### src/rtl/dispatch_stage_if.sv
// dispatch_stage_if: decoded-instruction push bus from ID into the dispatch stage.
// The master (ID) drives the instruction and id_valid; the slave returns id_ready.
interface dispatch_stage_if #(
    parameter int DATA_W = 32,
    parameter int OP_W   = 6
);
    logic              id_valid;
    logic              id_ready;
    logic [OP_W-1:0]   id_op;
    logic [DATA_W-1:0] id_imm;
    logic [DATA_W-1:0] id_pc;
    logic [4:0]        id_rd;
    logic [4:0]        id_rs1;
    logic [4:0]        id_rs2;
    logic              id_rs1_en;
    logic              id_rs2_en;
    logic              id_is_mem;
    logic              id_wr_rd;

    modport master (
        output id_valid, id_op, id_imm, id_pc, id_rd, id_rs1, id_rs2,
               id_rs1_en, id_rs2_en, id_is_mem, id_wr_rd,
        input  id_ready
    );

    modport slave (
        input  id_valid, id_op, id_imm, id_pc, id_rd, id_rs1, id_rs2,
               id_rs1_en, id_rs2_en, id_is_mem, id_wr_rd,
        output id_ready
    );
endinterface

### src/rtl/dispatch_stage.sv
// dispatch_stage: buffers decoded instructions in a small FIFO and dispatches the
// head into the RS/LSB/ROB back end as a registered, one-cycle issue bundle.
// Operands come from the regfile, the ROB, a rename forward from the bundle
// currently being presented, and (optionally) the CDB.
// Optional feature: define DISPATCH_CDB_BYPASS_EN to snoop the CDB both at operand
// lookup and on the presented bundle.
module dispatch_stage #(
    parameter int DATA_W = 32,
    parameter int ROB_W  = 4,
    parameter int RS_W   = 4,
    parameter int DEPTH  = 4,
    parameter int OP_W   = 6
) (
    input  logic                clk,
    input  logic                rst,
    input  logic                rdy,
    input  logic                flush,
    dispatch_stage_if.slave     id,
    input  logic                rf_rs1_busy,
    input  logic                rf_rs2_busy,
    input  logic [DATA_W-1:0]   rf_rs1_val,
    input  logic [DATA_W-1:0]   rf_rs2_val,
    output logic [ROB_W-1:0]    rob_q1_tag,
    output logic [ROB_W-1:0]    rob_q2_tag,
    input  logic                rob_q1_ready,
    input  logic                rob_q2_ready,
    input  logic [DATA_W-1:0]   rob_q1_val,
    input  logic [DATA_W-1:0]   rob_q2_val,
    input  logic [ROB_W-1:0]    rob_nxt_tag,
    input  logic [ROB_W:0]      rob_free,
    input  logic [RS_W-1:0]     rs_free,
    input  logic [RS_W-1:0]     lsb_free,
    input  logic                cdb_valid,
    input  logic [ROB_W-1:0]    cdb_tag,
    input  logic [DATA_W-1:0]   cdb_val,
    output logic                out_rs_valid,
    output logic                out_lsb_valid,
    output logic                out_rob_alloc,
    output logic                out_rename,
    output logic [OP_W-1:0]     out_op,
    output logic [DATA_W-1:0]   out_imm,
    output logic [DATA_W-1:0]   out_pc,
    output logic [4:0]          out_rd,
    output logic [ROB_W-1:0]    out_tag,
    output logic                out_qj,
    output logic                out_qk,
    output logic [DATA_W-1:0]   out_vj,
    output logic [DATA_W-1:0]   out_vk
);
    localparam int PTR_W = $clog2(DEPTH);
    localparam int CNT_W = PTR_W + 1;

    typedef struct packed {
        logic [OP_W-1:0]   op;
        logic [DATA_W-1:0] imm;
        logic [DATA_W-1:0] pc;
        logic [4:0]        rd;
        logic [4:0]        rs1;
        logic [4:0]        rs2;
        logic              rs1_en;
        logic              rs2_en;
        logic              is_mem;
        logic              wr_rd;
    } entry_t;

    typedef struct packed {
        logic [OP_W-1:0]   op;
        logic [DATA_W-1:0] imm;
        logic [DATA_W-1:0] pc;
        logic [4:0]        rd;
        logic [ROB_W-1:0]  tag;
        logic              qj;
        logic              qk;
        logic [DATA_W-1:0] vj;
        logic [DATA_W-1:0] vk;
        logic              is_mem;
        logic              wr_rd;
    } bundle_t;

    typedef struct packed {
        logic              q;
        logic [DATA_W-1:0] v;
    } opnd_t;

    entry_t           mem_q [DEPTH];
    entry_t           mem_d [DEPTH];
    logic [PTR_W-1:0] wr_ptr_q, wr_ptr_d;
    logic [PTR_W-1:0] rd_ptr_q, rd_ptr_d;
    logic [CNT_W-1:0] cnt_q, cnt_d;
    logic             p_q, p_d;
    bundle_t          iss_q, iss_d;

    entry_t           head;
    entry_t           push_ent;
    logic             id_ready_int;
    logic             push;
    logic             fire;
    logic             same_tgt;
    logic [RS_W-1:0]  tgt_free;
    logic             fwd_ok;
    opnd_t            opj, opk;

    // Priority-ordered operand lookup for one source of the FIFO head.
    function automatic opnd_t resolve(
        input logic              en,
        input logic [4:0]        idx,
        input logic              fwd_hit,
        input logic [ROB_W-1:0]  fwd_tag,
        input logic              busy,
        input logic [DATA_W-1:0] rf_val,
        input logic              rob_rdy,
        input logic [DATA_W-1:0] rob_val
    );
        opnd_t r;
        r.q = 1'b0;
        r.v = '0;
        if (en && idx != 5'd0) begin
            if (fwd_hit) begin
                r.q = 1'b1;
                r.v = DATA_W'(fwd_tag);
            end else if (!busy) begin
                r.v = rf_val;
            end else if (rob_rdy) begin
                r.v = rob_val;
`ifdef DISPATCH_CDB_BYPASS_EN
            end else if (cdb_valid && cdb_tag == rf_val[ROB_W-1:0]) begin
                r.v = cdb_val;
`endif
            end else begin
                r.q = 1'b1;
                r.v = DATA_W'(rf_val[ROB_W-1:0]);
            end
        end
        return r;
    endfunction

    assign rob_q1_tag  = rf_rs1_val[ROB_W-1:0];
    assign rob_q2_tag  = rf_rs2_val[ROB_W-1:0];
    assign id.id_ready = id_ready_int;

    // Handshake, dispatch eligibility and operand lookup for the head entry.
    always_comb begin
        head                = mem_q[rd_ptr_q];
        push_ent.op         = id.id_op;
        push_ent.imm        = id.id_imm;
        push_ent.pc         = id.id_pc;
        push_ent.rd         = id.id_rd;
        push_ent.rs1        = id.id_rs1;
        push_ent.rs2        = id.id_rs2;
        push_ent.rs1_en     = id.id_rs1_en;
        push_ent.rs2_en     = id.id_rs2_en;
        push_ent.is_mem     = id.id_is_mem;
        push_ent.wr_rd      = id.id_wr_rd;
        // Full is judged on the registered count only, so ID never waits on the back end combinationally.
        id_ready_int        = (cnt_q < CNT_W'(DEPTH)) && rdy && !flush && !rst;
        push                = id.id_valid && id_ready_int;
        same_tgt            = p_q && (iss_q.is_mem == head.is_mem);
        tgt_free            = head.is_mem ? lsb_free : rs_free;
        fire                = (cnt_q != '0) && rdy && !flush && !rst
                              && (rob_free > (ROB_W+1)'(p_q))
                              && (tgt_free > RS_W'(same_tgt));
        fwd_ok              = p_q && iss_q.wr_rd && (iss_q.rd != 5'd0);
        opj = resolve(head.rs1_en, head.rs1, fwd_ok && (iss_q.rd == head.rs1), iss_q.tag,
                      rf_rs1_busy, rf_rs1_val, rob_q1_ready, rob_q1_val);
        opk = resolve(head.rs2_en, head.rs2, fwd_ok && (iss_q.rd == head.rs2), iss_q.tag,
                      rf_rs2_busy, rf_rs2_val, rob_q2_ready, rob_q2_val);
    end

    // Next FIFO and issue-register state; rdy low holds everything except flush.
    always_comb begin
        mem_d    = mem_q;
        wr_ptr_d = wr_ptr_q;
        rd_ptr_d = rd_ptr_q;
        cnt_d    = cnt_q;
        p_d      = p_q;
        iss_d    = iss_q;
        if (flush) begin
            wr_ptr_d = '0;
            rd_ptr_d = '0;
            cnt_d    = '0;
            p_d      = 1'b0;
        end else if (rdy) begin
            if (push) begin
                mem_d[wr_ptr_q] = push_ent;
                wr_ptr_d        = wr_ptr_q + PTR_W'(1);
            end
            if (fire) begin
                rd_ptr_d     = rd_ptr_q + PTR_W'(1);
                iss_d.op     = head.op;
                iss_d.imm    = head.imm;
                iss_d.pc     = head.pc;
                iss_d.rd     = head.rd;
                // A bundle still being presented will take rob_nxt_tag, so the head takes the next one.
                iss_d.tag    = rob_nxt_tag + ROB_W'(p_q);
                iss_d.qj     = opj.q;
                iss_d.vj     = opj.v;
                iss_d.qk     = opk.q;
                iss_d.vk     = opk.v;
                iss_d.is_mem = head.is_mem;
                iss_d.wr_rd  = head.wr_rd;
            end
            p_d   = fire;
            cnt_d = cnt_q + CNT_W'(push) - CNT_W'(fire);
        end
    end

    // Control state and issue register with synchronous reset.
    always_ff @(posedge clk) begin
        if (rst) begin
            wr_ptr_q <= '0;
            rd_ptr_q <= '0;
            cnt_q    <= '0;
            p_q      <= 1'b0;
            iss_q    <= '0;
        end else begin
            wr_ptr_q <= wr_ptr_d;
            rd_ptr_q <= rd_ptr_d;
            cnt_q    <= cnt_d;
            p_q      <= p_d;
            iss_q    <= iss_d;
        end
    end

    // FIFO storage; contents are don't-care until written.
    always_ff @(posedge clk) begin
        mem_q <= mem_d;
    end

    // Issue strobes and bundle; CDB can still resolve a pending operand while presenting.
    always_comb begin
        logic              live;
        logic              qj, qk;
        logic [DATA_W-1:0] vj, vk;
        live = p_q && rdy && !rst;
        qj   = iss_q.qj;
        qk   = iss_q.qk;
        vj   = iss_q.vj;
        vk   = iss_q.vk;
`ifdef DISPATCH_CDB_BYPASS_EN
        if (qj && cdb_valid && cdb_tag == iss_q.vj[ROB_W-1:0]) begin
            qj = 1'b0;
            vj = cdb_val;
        end
        if (qk && cdb_valid && cdb_tag == iss_q.vk[ROB_W-1:0]) begin
            qk = 1'b0;
            vk = cdb_val;
        end
`endif
        out_rs_valid  = live && !iss_q.is_mem;
        out_lsb_valid = live && iss_q.is_mem;
        out_rob_alloc = live;
        out_rename    = live && iss_q.wr_rd && (iss_q.rd != 5'd0);
        out_op        = rst ? '0 : iss_q.op;
        out_imm       = rst ? '0 : iss_q.imm;
        out_pc        = rst ? '0 : iss_q.pc;
        out_rd        = rst ? '0 : iss_q.rd;
        out_tag       = rst ? '0 : iss_q.tag;
        out_qj        = rst ? 1'b0 : qj;
        out_qk        = rst ? 1'b0 : qk;
        out_vj        = rst ? '0 : vj;
        out_vk        = rst ? '0 : vk;
    end

`ifndef DISPATCH_CDB_BYPASS_EN
    logic cdb_unused;
    assign cdb_unused = ^{cdb_valid, cdb_tag, cdb_val};
`endif
endmodule

### src/flat_wrapper.sv
// flat-port wrapper written by rule: the top's interface ports become plain ports
module dispatch_stage_flat 
#(
    parameter int DATA_W = 32,
    parameter int ROB_W  = 4,
    parameter int RS_W   = 4,
    parameter int DEPTH  = 4,
    parameter int OP_W   = 6
)
  (clk, rst, rdy, flush, rf_rs1_busy, rf_rs2_busy, rf_rs1_val, rf_rs2_val, rob_q1_tag, rob_q2_tag, rob_q1_ready, rob_q2_ready, rob_q1_val, rob_q2_val, rob_nxt_tag, rob_free, rs_free, lsb_free, cdb_valid, cdb_tag, cdb_val, out_rs_valid, out_lsb_valid, out_rob_alloc, out_rename, out_op, out_imm, out_pc, out_rd, out_tag, out_qj, out_qk, out_vj, out_vk, id_id_valid, id_id_op, id_id_imm, id_id_pc, id_id_rd, id_id_rs1, id_id_rs2, id_id_rs1_en, id_id_rs2_en, id_id_is_mem, id_id_wr_rd, id_id_ready);
  dispatch_stage_if #(.DATA_W(DATA_W), .OP_W(OP_W)) id_i ();
  input  logic clk;
  input  logic rst;
  input  logic rdy;
  input  logic flush;
  input  logic rf_rs1_busy;
  input  logic rf_rs2_busy;
  input  logic [DATA_W-1:0] rf_rs1_val;
  input  logic [DATA_W-1:0] rf_rs2_val;
  output logic [ROB_W-1:0] rob_q1_tag;
  output logic [ROB_W-1:0] rob_q2_tag;
  input  logic rob_q1_ready;
  input  logic rob_q2_ready;
  input  logic [DATA_W-1:0] rob_q1_val;
  input  logic [DATA_W-1:0] rob_q2_val;
  input  logic [ROB_W-1:0] rob_nxt_tag;
  input  logic [ROB_W:0] rob_free;
  input  logic [RS_W-1:0] rs_free;
  input  logic [RS_W-1:0] lsb_free;
  input  logic cdb_valid;
  input  logic [ROB_W-1:0] cdb_tag;
  input  logic [DATA_W-1:0] cdb_val;
  output logic out_rs_valid;
  output logic out_lsb_valid;
  output logic out_rob_alloc;
  output logic out_rename;
  output logic [OP_W-1:0] out_op;
  output logic [DATA_W-1:0] out_imm;
  output logic [DATA_W-1:0] out_pc;
  output logic [4:0] out_rd;
  output logic [ROB_W-1:0] out_tag;
  output logic out_qj;
  output logic out_qk;
  output logic [DATA_W-1:0] out_vj;
  output logic [DATA_W-1:0] out_vk;
  input wire logic [$bits(id_i.id_valid)-1:0] id_id_valid;
  input wire logic [$bits(id_i.id_op)-1:0] id_id_op;
  input wire logic [$bits(id_i.id_imm)-1:0] id_id_imm;
  input wire logic [$bits(id_i.id_pc)-1:0] id_id_pc;
  input wire logic [$bits(id_i.id_rd)-1:0] id_id_rd;
  input wire logic [$bits(id_i.id_rs1)-1:0] id_id_rs1;
  input wire logic [$bits(id_i.id_rs2)-1:0] id_id_rs2;
  input wire logic [$bits(id_i.id_rs1_en)-1:0] id_id_rs1_en;
  input wire logic [$bits(id_i.id_rs2_en)-1:0] id_id_rs2_en;
  input wire logic [$bits(id_i.id_is_mem)-1:0] id_id_is_mem;
  input wire logic [$bits(id_i.id_wr_rd)-1:0] id_id_wr_rd;
  output wire logic [$bits(id_i.id_ready)-1:0] id_id_ready;
  assign id_i.id_valid = id_id_valid;
  assign id_i.id_op = id_id_op;
  assign id_i.id_imm = id_id_imm;
  assign id_i.id_pc = id_id_pc;
  assign id_i.id_rd = id_id_rd;
  assign id_i.id_rs1 = id_id_rs1;
  assign id_i.id_rs2 = id_id_rs2;
  assign id_i.id_rs1_en = id_id_rs1_en;
  assign id_i.id_rs2_en = id_id_rs2_en;
  assign id_i.id_is_mem = id_id_is_mem;
  assign id_i.id_wr_rd = id_id_wr_rd;
  assign id_id_ready = id_i.id_ready;
  dispatch_stage #(.DATA_W(DATA_W), .ROB_W(ROB_W), .RS_W(RS_W), .DEPTH(DEPTH), .OP_W(OP_W)) u_core (.clk(clk), .rst(rst), .rdy(rdy), .flush(flush), .id(id_i), .rf_rs1_busy(rf_rs1_busy), .rf_rs2_busy(rf_rs2_busy), .rf_rs1_val(rf_rs1_val), .rf_rs2_val(rf_rs2_val), .rob_q1_tag(rob_q1_tag), .rob_q2_tag(rob_q2_tag), .rob_q1_ready(rob_q1_ready), .rob_q2_ready(rob_q2_ready), .rob_q1_val(rob_q1_val), .rob_q2_val(rob_q2_val), .rob_nxt_tag(rob_nxt_tag), .rob_free(rob_free), .rs_free(rs_free), .lsb_free(lsb_free), .cdb_valid(cdb_valid), .cdb_tag(cdb_tag), .cdb_val(cdb_val), .out_rs_valid(out_rs_valid), .out_lsb_valid(out_lsb_valid), .out_rob_alloc(out_rob_alloc), .out_rename(out_rename), .out_op(out_op), .out_imm(out_imm), .out_pc(out_pc), .out_rd(out_rd), .out_tag(out_tag), .out_qj(out_qj), .out_qk(out_qk), .out_vj(out_vj), .out_vk(out_vk));
endmodule
### config.mk
export PLATFORM = sky130hd
export DESIGN_NAME = dispatch_stage_flat
export DESIGN_NICKNAME = d
export VERILOG_FILES = /design/src/rtl/dispatch_stage_if.sv /design/src/rtl/dispatch_stage.sv /design/src/flat_wrapper.sv
export SDC_FILE = /design/constraint.sdc
export NUM_CORES = 1
export LEC_CHECK = 0
export CORE_MARGIN = 1.5
export CORE_UTILIZATION = 40
export CTS_CLUSTER_SIZE = 30
export DETAILED_ROUTE_END_ITERATION = 8
export GPL_TIMING_DRIVEN = 0
export PLACE_DENSITY = 0.73
export REMOVE_ABC_BUFFERS = 1
export SETUP_SLACK_MARGIN = 0.2
export SLEW_MARGIN = 20
export SYNTH_ARGS = -nofsm -noshare
export SYNTH_HDL_FRONTEND = slang
export SYNTH_SLANG_ARGS = --single-unit
### constraint.sdc
create_clock -name clk -period 4.3 [get_ports clk]
set_input_delay 0.86 -clock clk [delete_from_list [all_inputs] [get_ports clk]]
set_output_delay 0.86 -clock clk [all_outputs]
set_load 0.01 [all_outputs]
==> flow_summary.ini <==
[clock_network]
clk_pin_slew_worst_paths_ps = 60
insertion_delay_ps = 600
htree_levels = 2
clkSinkCount = 511
cts.path.max_buffers = 3
cts_made_buffers = 54
cts_tree = done
cts-root-buf = clkbuf_16
cts_hold_buf = 0

[yosys]
synth_cells = 1410
ys_top_cells_by_count = edfxtp_1, nor2b_1, nand2_1, dfxtp_1, a21oi_1
synth_area_um2 = 20470
synth_top_area_frac = 0.5222
yosysWarnings = 0
ys.flop_type = edfxtp_1
synth.distinct_cells = 46
synth_top_area_cell = edfxtp_1
synth.area.top_cells = edfxtp_1, dfxtp_1, mux4_2
synth_async_sr_flop_share = 0
synth_edf_count = 356
syn_area_per_cell_um2 = 14.52
synth-seq-cells = 511
yosysMostFrequentCell = edfxtp_1
yosysSeqAreaShare = 0.6738

[critical_path]
cp.required_ps = 4780
cp.arrival_ps = 4410
crit_path_end_kind = flip-flop
start_kind = flip-flop
r2r_end = u_core.cnt_q[2]
crit_end = u_core.cnt_q[2]
critPathMaxFanout = 33
path_class = flip-flop to flip-flop
cp-startpoint = u_core.rd_ptr_q[0]
r2r_setup_slack_ps = 370
reg2reg_depth = 19
regToRegStartpoint = u_core.rd_ptr_q[0]

[floorplanning]
rows = 82
initial_core_util = 0.4064
core_um2 = 50380
die_h_um = 229.2
die_area_um2 = 52550
io_pins = 438
die_w_um = 229.2

[route]
num_vias = 12952
ant_nets = 0
detail_route.wl_per_cell_um = 21.59
first_pass_iters = 5
drt-total-wl_um = 54440
vias_per_cell = 5.136
drc = 0
first_iter_violations = 664

[timing]
final-setup-viol-count = 0
max_freq_mhz = 254.7
worst_slack_ps = 373.5
holdWs_ps = 449.0
slew_headroom = 0.5033
fin_crit_ps = 3927
hold_viol_final = 0
rsz0062_at_grt = false
period_share = 0.9131
clock-skew-final_ps = 20.59
slew_violations = 0
worstMarginPinSlew_ps = 740.1

[global_routing]
grt.overflow.total = 0
grt_pass1_vias = 13337
grt_max_degree = 83
grt_pass1_wl_um = 80980
grtUsageTotal = 0.2042
antenna_found_initial = 14

[placed_design]
io_buffers = 400
gp_congestion = 0.8441
place_hpwl_um = 34610
place_ws_ps = -1271
placed_cells = 2398

[status]
status = complete, no violations

[pwr]
vdd_drop_max_mv = 0.3559
pwr_density_cell_nw_per_um2 = 380.7
p_leak_uw = 0.008856

[cells_and_area]
area_delta_synth_final_pct = 34.13
nNetsFinal = 2088
final_layout_size_suffix_gt1_frac = 0.1291
layout.cells.non_filler = 2522

[hold_path]
hold_path_class = flip-flop to flip-flop
hold-path-cell-count = 2

[flow_run]
drv_cap = 0
## how the worst min path moves through the flow
stage	start	endpoint	slack, ps
global placement	u_core.iss_q[138]	u_core.iss_q[138]	440
CTS	u_core.iss_q[102]	u_core.iss_q[102]	450
global route	u_core.iss_q[138]	u_core.iss_q[138]	470
floorplan	u_core.iss_q[100]	u_core.iss_q[100]	430
finish	u_core.iss_q[109]	u_core.iss_q[109]	450
detailed placement	u_core.iss_q[102]	u_core.iss_q[102]	440
## layer usage
layer / vias to the layer above / GRT usage / share of wire
met1: 6416 / 0.2420 / 0.40
met4: 10 / 0.08635 / 0.039
li1: 5992 / - / -
met2: 415 / 0.3460 / 0.49
met3: 119 / 0.06026 / 0.073
met5: - / 0 / 0.0012
## power by group
part           internal (uW)  switching, uW
combinational            267            186
clock                   2830           1890
sequential              5270           4.83
## cell families after synthesis
logic type	Yosys count	synth area share
adders and majority gates	11	0.007090
and+or+nand+nor	424	0.1074
DFF	511	0.6738
AOI/OAI and AO/OA	217	0.06717
xor gates and xnor gates	18	0.007701
buffers and inverters	113	0.02573
muxes	116	0.1111
## state kept, by name (all words and copies together), names as in the netlist
register and flops:
u_core.cnt_q 3, u_core.iss_q 147, u_core.mem_q 356, u_core.p_q 1, u_core.rd_ptr_q 2, u_core.wr_ptr_q 2
## cell type report
cell class	instances	area, um2
Inverter	10	53.80
Tap cell	672	840.8
Clock inverter	15	193.9
Antenna cell	7	17.52
Timing Repair Buffer	433	4676
Fill cell	4089	22920
Sequential cell	511	13800
Clock buffer	87	1629
Multi-Input combinational cell	787	6248
## layout by cell type (no fill, tap or decap), types with 10 or more instances in the layout
cell type	instances
edfxtp_1	356
nor2b_1	204
ha_1	10
nand2_1	162
mux4_2	88
clkbuf_16	57
clkdlybuf4s50_1	397
buf_12	10
a21oi_1	135
xnor2_1	10
o2bb2ai_1	59
buf_16	10
clkbuf_1	21
mux2_2	10
mux2i_1	18
dfxtp_1	153
nor2_1	16
## critical path, cell delays in order, from the launching register on
cell	delay, ps
dfxtp_4	360
mux4_2	530
xnor2_1	140
and2_1	170
ha_1	340
nor2_4	190
nor4_4	70
a21oi_4	230
nand2_8	100
buf_16	150
buf_16	130
inv_16	140
ha_1	150
inv_1	40
ha_1	200
fa_1	400
xnor2_1	140
nand2_1	80
xor2_1	170
nor2_1	60
## stage by stage
step	total power, uW	util	instance area [um2]	setup TNS (ps)
floorplan	5478	-	19980	-829420
global placement	5810	0.4928	24830	-6078920
detailed placement	5830	0.5027	25320	-34110
CTS	10570	0.5447	27440	0
global route	10760	0.5450	27460	0
finish	10450	0.5451	27460	0
## repair_timing
| action | CTS | global route |
|---|---|---|
| buffers inserted | 10 | 0 |
| gates resized for setup | 10 | 4 |
| setup endpoints to repair | 144 | 28 |
| cloned | 5 | 0 |
| pin swaps | 3 | 1 |
(Power assumes the default switching activity.)
